`config.mk`:
```
export PLATFORM = sky130hd
export DESIGN_NAME = bin2bcd_stream_converter_flat
export DESIGN_NICKNAME = d
export VERILOG_FILES = /design/src/rtl/bin2bcd_stream_converter_if.sv /design/src/rtl/bin2bcd_stream_converter.sv /design/src/flat_wrapper.sv
export SDC_FILE = /design/constraint.sdc
export NUM_CORES = 1
export LEC_CHECK = 0
export CAP_MARGIN = 10
export CORE_ASPECT_RATIO = 0.6
export CORE_MARGIN = 4
export CORE_UTILIZATION = 43
export CTS_CLUSTER_SIZE = 14
export DETAILED_ROUTE_END_ITERATION = 6
export GPL_TIMING_DRIVEN = 0
export PLACE_DENSITY = 0.72
export SLEW_MARGIN = 10
export SYNTH_ARGS = -nofsm -noshare
export SYNTH_HDL_FRONTEND = slang
export SYNTH_SLANG_ARGS = --single-unit
```
`constraint.sdc`:
```
create_clock -name clk -period 3.44 [get_ports clk]
set_input_delay 0.344 -clock clk [delete_from_list [all_inputs] [get_ports clk]]
set_output_delay 0.344 -clock clk [all_outputs]
set_load 0.01 [all_outputs]
```
`src/rtl/bin2bcd_stream_converter_if.sv`:
```
`timescale 1ns/1ps
// Valid/ready bundle between a binary producer and the BCD converter.
// The digit count is derived here too so both ends agree on field widths.
interface bin2bcd_stream_converter_if #(
  parameter int WIDTH = 16
);
  function automatic int calc_num_digits(input int w);
    logic [127:0] limit;
    logic [127:0] pow;
    int n;
    limit = (128'd1 << w) - 128'd1;
    pow = 128'd1;
    n = 0;
    while (pow <= limit) begin
      pow = pow * 128'd10;
      n = n + 1;
    end
    return n;
  endfunction

  localparam int NUM_DIGITS = calc_num_digits(WIDTH);
  localparam int NDW = $clog2(NUM_DIGITS + 1);

  logic                    in_valid;
  logic                    in_ready;
  logic [WIDTH-1:0]        in_data;
  logic                    out_valid;
  logic                    out_ready;
  logic [4*NUM_DIGITS-1:0] out_bcd;
  logic                    out_sign;
  logic [NDW-1:0]          out_ndigits;

  modport master (
    output in_valid, in_data, out_ready,
    input  in_ready, out_valid, out_bcd, out_sign, out_ndigits
  );

  modport slave (
    input  in_valid, in_data, out_ready,
    output in_ready, out_valid, out_bcd, out_sign, out_ndigits
  );
endinterface

```
`src/rtl/bin2bcd_stream_converter.sv`:
```
`timescale 1ns/1ps
// Double-dabble binary-to-BCD converter, BITS_PER_CYCLE bits per clock,
// optional two's-complement input and a one-deep output buffer.
module bin2bcd_stream_converter #(
  parameter int WIDTH          = 16,
  parameter int BITS_PER_CYCLE = 1,
  parameter int SIGNED         = 0
) (
  input logic clk,
  input logic rst_n,
  bin2bcd_stream_converter_if.slave bus
);
  function automatic int calc_num_digits(input int w);
    logic [127:0] limit;
    logic [127:0] pow;
    int n;
    limit = (128'd1 << w) - 128'd1;
    pow = 128'd1;
    n = 0;
    while (pow <= limit) begin
      pow = pow * 128'd10;
      n = n + 1;
    end
    return n;
  endfunction

  localparam int NUM_DIGITS = calc_num_digits(WIDTH);
  localparam int STEPS      = WIDTH / BITS_PER_CYCLE;
  localparam int STEP_W     = (STEPS > 1) ? $clog2(STEPS) : 1;
  localparam int NDW        = $clog2(NUM_DIGITS + 1);
  localparam int BCD_W      = 4 * NUM_DIGITS;

  generate
    if (WIDTH < 2 || BITS_PER_CYCLE < 1 || (WIDTH % BITS_PER_CYCLE) != 0) begin : g_bad_params
      $fatal(1, "bin2bcd_stream_converter: WIDTH must be >= 2 and divisible by BITS_PER_CYCLE");
    end
  endgenerate

  typedef enum logic [1:0] {IDLE, CONVERT, WAIT} state_t;

  state_t            state_q, state_d;
  logic [WIDTH-1:0]  bin_q, bin_nxt, bin_t, mag;
  logic [BCD_W-1:0]  bcd_q, bcd_nxt, bcd_t, load_bcd, out_bcd_q;
  logic [STEP_W-1:0] step_q;
  logic [NDW-1:0]    load_nd, out_nd_q;
  logic              sign_q, in_neg, out_sign_q, out_valid_q;
  logic              capture, load_out, last_step, digits_ok;

  // The most negative input negates to itself, which read unsigned is exactly its magnitude.
  assign in_neg    = (SIGNED != 0) && bus.in_data[WIDTH-1];
  assign mag       = in_neg ? (WIDTH'(0) - bus.in_data) : bus.in_data;
  assign last_step = (step_q == STEP_W'(STEPS - 1));

  always_comb begin
    bin_t = bin_q;
    bcd_t = bcd_q;
    for (int s = 0; s < BITS_PER_CYCLE; s++) begin
      for (int d = 0; d < NUM_DIGITS; d++) begin
        if (bcd_t[4*d +: 4] >= 4'd5) bcd_t[4*d +: 4] = bcd_t[4*d +: 4] + 4'd3;
      end
      {bcd_t, bin_t} = {bcd_t, bin_t} << 1;
    end
    bin_nxt = bin_t;
    bcd_nxt = bcd_t;
  end

  always_comb begin
    state_d  = state_q;
    capture  = 1'b0;
    load_out = 1'b0;
    case (state_q)
      IDLE: begin
        if (bus.in_valid) begin
          capture = 1'b1;
          state_d = CONVERT;
        end
      end
      CONVERT: begin
        if (last_step) begin
          if (!out_valid_q || bus.out_ready) begin
            load_out = 1'b1;
            state_d  = IDLE;
          end else begin
            state_d = WAIT;
          end
        end
      end
      WAIT: begin
        if (!out_valid_q || bus.out_ready) begin
          load_out = 1'b1;
          state_d  = IDLE;
        end
      end
      default: state_d = IDLE;
    endcase
  end

  // In WAIT the finished digits already sit in bcd_q; otherwise take this cycle's last step.
  always_comb begin
    load_bcd = (state_q == WAIT) ? bcd_q : bcd_nxt;
    load_nd  = NDW'(1);
    for (int d = 0; d < NUM_DIGITS; d++) begin
      if (load_bcd[4*d +: 4] != 4'd0) load_nd = NDW'(d + 1);
    end
  end

  always_comb begin
    digits_ok = 1'b1;
    for (int d = 0; d < NUM_DIGITS; d++) begin
      if (out_bcd_q[4*d +: 4] > 4'd9) digits_ok = 1'b0;
    end
  end

  always_ff @(posedge clk or negedge rst_n) begin
    if (!rst_n) state_q <= IDLE;
    else        state_q <= state_d;
  end

  always_ff @(posedge clk or negedge rst_n) begin
    if (!rst_n) begin
      bin_q  <= '0;
      bcd_q  <= '0;
      sign_q <= 1'b0;
      step_q <= '0;
    end else if (capture) begin
      bin_q  <= mag;
      bcd_q  <= '0;
      sign_q <= in_neg;
      step_q <= '0;
    end else if (state_q == CONVERT) begin
      bin_q  <= bin_nxt;
      bcd_q  <= bcd_nxt;
      step_q <= step_q + STEP_W'(1);
    end
  end

  // A new result may replace one being handed off on the same edge, keeping out_valid high.
  always_ff @(posedge clk or negedge rst_n) begin
    if (!rst_n) begin
      out_valid_q <= 1'b0;
      out_bcd_q   <= '0;
      out_sign_q  <= 1'b0;
      out_nd_q    <= NDW'(1);
    end else if (load_out) begin
      out_valid_q <= 1'b1;
      out_bcd_q   <= load_bcd;
      out_sign_q  <= sign_q;
      out_nd_q    <= load_nd;
    end else if (bus.out_ready) begin
      out_valid_q <= 1'b0;
    end
  end

  assign bus.in_ready    = (state_q == IDLE);
  assign bus.out_valid   = out_valid_q;
  assign bus.out_bcd     = out_bcd_q;
  assign bus.out_sign    = out_sign_q;
  assign bus.out_ndigits = out_nd_q;

  a_digits_valid: assert property (@(posedge clk) disable iff (!rst_n) out_valid_q |-> digits_ok);
endmodule

```
`src/flat_wrapper.sv`:
```
// flat-port wrapper written by rule: the top's interface ports become plain ports
module bin2bcd_stream_converter_flat 
#(
  parameter int WIDTH          = 16,
  parameter int BITS_PER_CYCLE = 1,
  parameter int SIGNED         = 0
)
  (clk, rst_n, bus_in_valid, bus_in_data, bus_out_ready, bus_in_ready, bus_out_valid, bus_out_bcd, bus_out_sign, bus_out_ndigits);
  bin2bcd_stream_converter_if #(.WIDTH(WIDTH)) bus_i ();
  input logic clk;
  input logic rst_n;
  input wire logic [$bits(bus_i.in_valid)-1:0] bus_in_valid;
  input wire logic [$bits(bus_i.in_data)-1:0] bus_in_data;
  input wire logic [$bits(bus_i.out_ready)-1:0] bus_out_ready;
  output wire logic [$bits(bus_i.in_ready)-1:0] bus_in_ready;
  output wire logic [$bits(bus_i.out_valid)-1:0] bus_out_valid;
  output wire logic [$bits(bus_i.out_bcd)-1:0] bus_out_bcd;
  output wire logic [$bits(bus_i.out_sign)-1:0] bus_out_sign;
  output wire logic [$bits(bus_i.out_ndigits)-1:0] bus_out_ndigits;
  assign bus_i.in_valid = bus_in_valid;
  assign bus_i.in_data = bus_in_data;
  assign bus_i.out_ready = bus_out_ready;
  assign bus_in_ready = bus_i.in_ready;
  assign bus_out_valid = bus_i.out_valid;
  assign bus_out_bcd = bus_i.out_bcd;
  assign bus_out_sign = bus_i.out_sign;
  assign bus_out_ndigits = bus_i.out_ndigits;
  bin2bcd_stream_converter #(.WIDTH(WIDTH), .BITS_PER_CYCLE(BITS_PER_CYCLE), .SIGNED(SIGNED)) u_core (.clk(clk), .rst_n(rst_n), .bus(bus_i));
endmodule
```
==> flow_summary_export.csv <==
group,metric,value,unit
place,portBuffers,44,
critical_path,path_delay_family,"compound AO/OA/AOI/OAI gates",
sta,clock.fmax,0.4162,GHz
clock_network,clk_latency,340,ps
routing,wl_per_cell,14.95,microns
sta,hold_viol,0,
power_and_ir_drop,ir_drop,0.3187,mV
power_and_ir_drop,clock_power_share,23.2,%
routing,routed_wl,8.402,mm
sta,worst_slack,1038,ps
clock_network,cts_buffers,9,
synthesis,synth_edf_count,0,
place,gp_congestion,0.8662,
power_and_ir_drop,seqPwrFrac,33.5,%
die,initial_utilization,45.41,%
die,dieArea,10150,sq um
clock_network,cts_tree,"built",
die,die_h,79.65,microns
global_routing,grt_pass1_wl,14.48,mm
global_routing,overflow,0,
synthesis,synth_cell_types,50,
place,hpwlAfterDp,6.149,mm
cells_and_area,drive_gt1_share,9.031,%
synthesis,syn_nets,426,
sta,finalSetupViolations,0,
routing,dr.pass1.iters,6,
power_and_ir_drop,fin_total_pwr,0.003613,W
place,place_ws,1074,ps
critical_path,path_depth,8,
critical_path,critPathBufInv,1,
synthesis,synth_ff_type,"dfrtp_1",
critical_path,worst_ep_arrival_time,2660,ps
critical_path,crit_fanout,6,
global_routing,antenna_found_initial,0,
sta,finalCritPeriodShare,69.84,%
place,dp.cells,545,
synthesis,syn_inst,392,
clock_network,cts_root_buf,"clkbuf_16",
routing,ant_nets,0,
critical_path,critPathMaxStageDelay,460,ps
critical_path,crit_chain,"inv_1 -> ha_1 -> nor2b_1 -> o21ai_0 -> o31ai_1 -> nor4_1 -> nand4bb_1 -> a221o_1",
sta,min_period,2402,ps
sta,slew_headroom,54.34,%
power_and_ir_drop,p_switching,0.001407,W
clock_network,cts_resized,0,
min_path,hold_class,"in -> async",
synthesis,synth-seq-cells,66,
sta,tightestPinTransition,684.8,ps
clock_network,cts.sinks,66,
synthesis,ys_seq_area_share,44.93,%
sta,rsz0062_at_grt,"no",
global_routing,track_usage,18.19,%
cells_and_area,antenna_cells,0,
critical_path,r2r_cells,8,
routing,num_vias,2974,
routing,drt_iter0_drc,173,
cells_and_area,num-nets-final,483,
synthesis,yosys_warnings,0,
die,core_area,8102,sq um
die,die_w,127.4,microns
flow_run,cap_violations,0,
critical_path,crit_type,"reg -> reg",
power_and_ir_drop,p_int,0.002207,W
critical_path,cp.required,3700,ps
clock_network,cts_buffer_depth,2,
critical_path,slowest_stage,"dfrtp_1",
sta,drv_slew,0,
critical_path,critPathCaptureType,"flip-flop",
power_and_ir_drop,power_frac_comb,43.4,%
global_routing,grt_pass1_vias,2939,
cells_and_area,synthToLayoutAreaGrowth,24.01,%
cells_and_area,n_fill_cell,728,
run_status,status,"completed",
clock_network,cts.clk_slew.worst_paths,50,ps
synthesis,synth-async-reset-ratio,100.0,%
die,num_rows,25,
power_and_ir_drop,power_density,792.1,nW/um^2
sta,fin_worst_skew,9.267,ps
power_and_ir_drop,p_leak,1.977,nW
global_routing,grt_max_degree,50,
clock_network,holdBufCountCts,1,
clock_network,htreeDepth,3,
cells_and_area,final_cell_count_no_fill,562,
routing,vias_per_cell,5.292,
sta,whs,440.0,ps
die,io_pins,46,
synthesis,synthesis.area,3679,sq um
power_and_ir_drop,swShare,38.93,%
synthesis,synth.avg_cell_area,9.384,sq um
critical_path,cp-start-kind,"flip-flop",
clock_network,postCtsSetupBuffers,0,
routing,drc,0,
-- synth_stat cells (all sizes together) (2+ instances only) --
master / instances / area share (%)
dfrtp: 65 / 44
nand2: 61 / 6.2
o21ai: 46 / 6.3
mux2i: 36 / 9.8
nor2: 27 / 2.8
a21oi: 17 / 2.4
buf: 16 / 2.4
inv: 15 / 1.5
ha: 14 / 4.8
nand3: 11 / 1.5
clkbuf: 10 / 1.0
nand2b: 7 / 1.2
mux2: 6 / 1.8
nor2b: 6 / 1.0
xnor2: 6 / 1.4
nor3: 5 / 0.99
nor3b: 5 / 1.0
a211oi: 4 / 0.82
o21a: 4 / 0.82
and2: 3 / 0.51
a2111o: 2 / 0.61
o211ai: 2 / 0.41
o31a: 2 / 0.48
xor2: 2 / 0.48
-- registers in the layout, summed over array words and instances, names as in the netlist --
register	flops
u_core.step_q	4
u_core.bus.out_valid	1
u_core.bus.out_bcd	20
u_core.bcd_q	20
u_core.bin_q	16
u_core.state_q	2
u_core.bus.out_ndigits	3
-- power by group through the flow --
stage / clock network (W) / logic (W) / registers (W)
finish: 0.000838 / 0.00157 / 0.00121
global route: 0.000890 / 0.00176 / 0.00124
CTS: 0.000858 / 0.00157 / 0.00121
detailed placement: 0 / 0.00155 / 0.00122
global placement: 0 / 0.00151 / 0.00121
floorplan: 0 / 0.00112 / 0.00119
-- per-layer routing --
| metal | GRT usage (%) | share of wire, % |
|---|---|---|
| met3 | 5.147 | 5.6 |
| met2 | 27.18 | 42 |
| met4 | 4.497 | 1.1 |
| met1 | 26.04 | 51 |
| met5 | 0 | 0 |
-- final cells by class --
class                   instances  area (sq um)  share of cell area [%]
clock inverters                 5         30.03                  0.6583
well taps                     108         135.1                   2.962
flip-flops and latches         66          1653                   36.23
clock buffers                  11         242.7                   5.321
plain buffers                  26         125.1                   2.743
inverters                      15         56.30                   1.234
repair buffers                 46         475.5                   10.42
multi-input cells             285          1844                   40.43
-- per-stage QoR --
| stage | util, % | TNS, ps | area [sq um] |
|---|---|---|---|
| 6_report | 56.31 | 0 | 4562 |
| 5_1_grt | 56.31 | 0 | 4562 |
| 4_1_cts | 56.31 | 0 | 4562 |
| 3_5_place_dp | 52.82 | 0 | 4279 |
| 3_3_place_gp | 52.51 | -11580 | 4254 |
| 2_1_floorplan | - | 0 | 3679 |
-- worst paths after layout --
| check | start | endpoint | slack (ps) |
|---|---|---|---|
| worst min register to register | u_core.bus.out_bcd[4] | u_core.bus.out_bcd[4] | 470 |
| max in group asynchronous | rst_n | u_core.state_q[0] | 2470 |
| min in group clk | u_core.bus.out_bcd[4] | u_core.bus.out_bcd[4] | 470 |
| worst max-delay path | u_core.bcd_q[4] | u_core.bus.out_ndigits[0] | 1040 |
| worst min-delay path | rst_n | u_core.bus.out_ndigits[1] | 440 |
| worst max register to register | u_core.bcd_q[4] | u_core.bus.out_ndigits[0] | 1040 |
-- layout by cell type, fill, tap and decap left out, types with 9 or more instances in the layout --
| cell type | synthesis | layout |
|---|---|---|
| nand2_1 | 61 | 61 |
| a21oi_1 | 16 | 16 |
| nor2_1 | 27 | 27 |
| nand3_1 | 11 | 11 |
| inv_1 | 15 | 15 |
| ha_1 | 14 | 14 |
| o21ai_0 | 44 | 44 |
| dfrtp_1 | 65 | 65 |
| mux2i_1 | 36 | 36 |
| clkbuf_1 | 10 | 11 |
| clkdlybuf4s50_1 | 0 | 43 |
| clkbuf_16 | 0 | 9 |
-- kinds of logic (layout without fill, tap and decap cells) --
logic type | count (synthesis) | count (layout) | share of synthesized area (%)
simple gates | 131 | 131 | 16.67
compound gates | 89 | 89 | 15.07
flops | 66 | 66 | 44.93
mux | 42 | 42 | 11.63
buf+inv | 41 | 103 | 4.932
fa+ha+maj | 14 | 14 | 4.762
xor+xnor | 8 | 8 | 1.905
other cells | 1 | 1 | 0.1019
No activity file was read; power rests on OpenSTA's default activity.
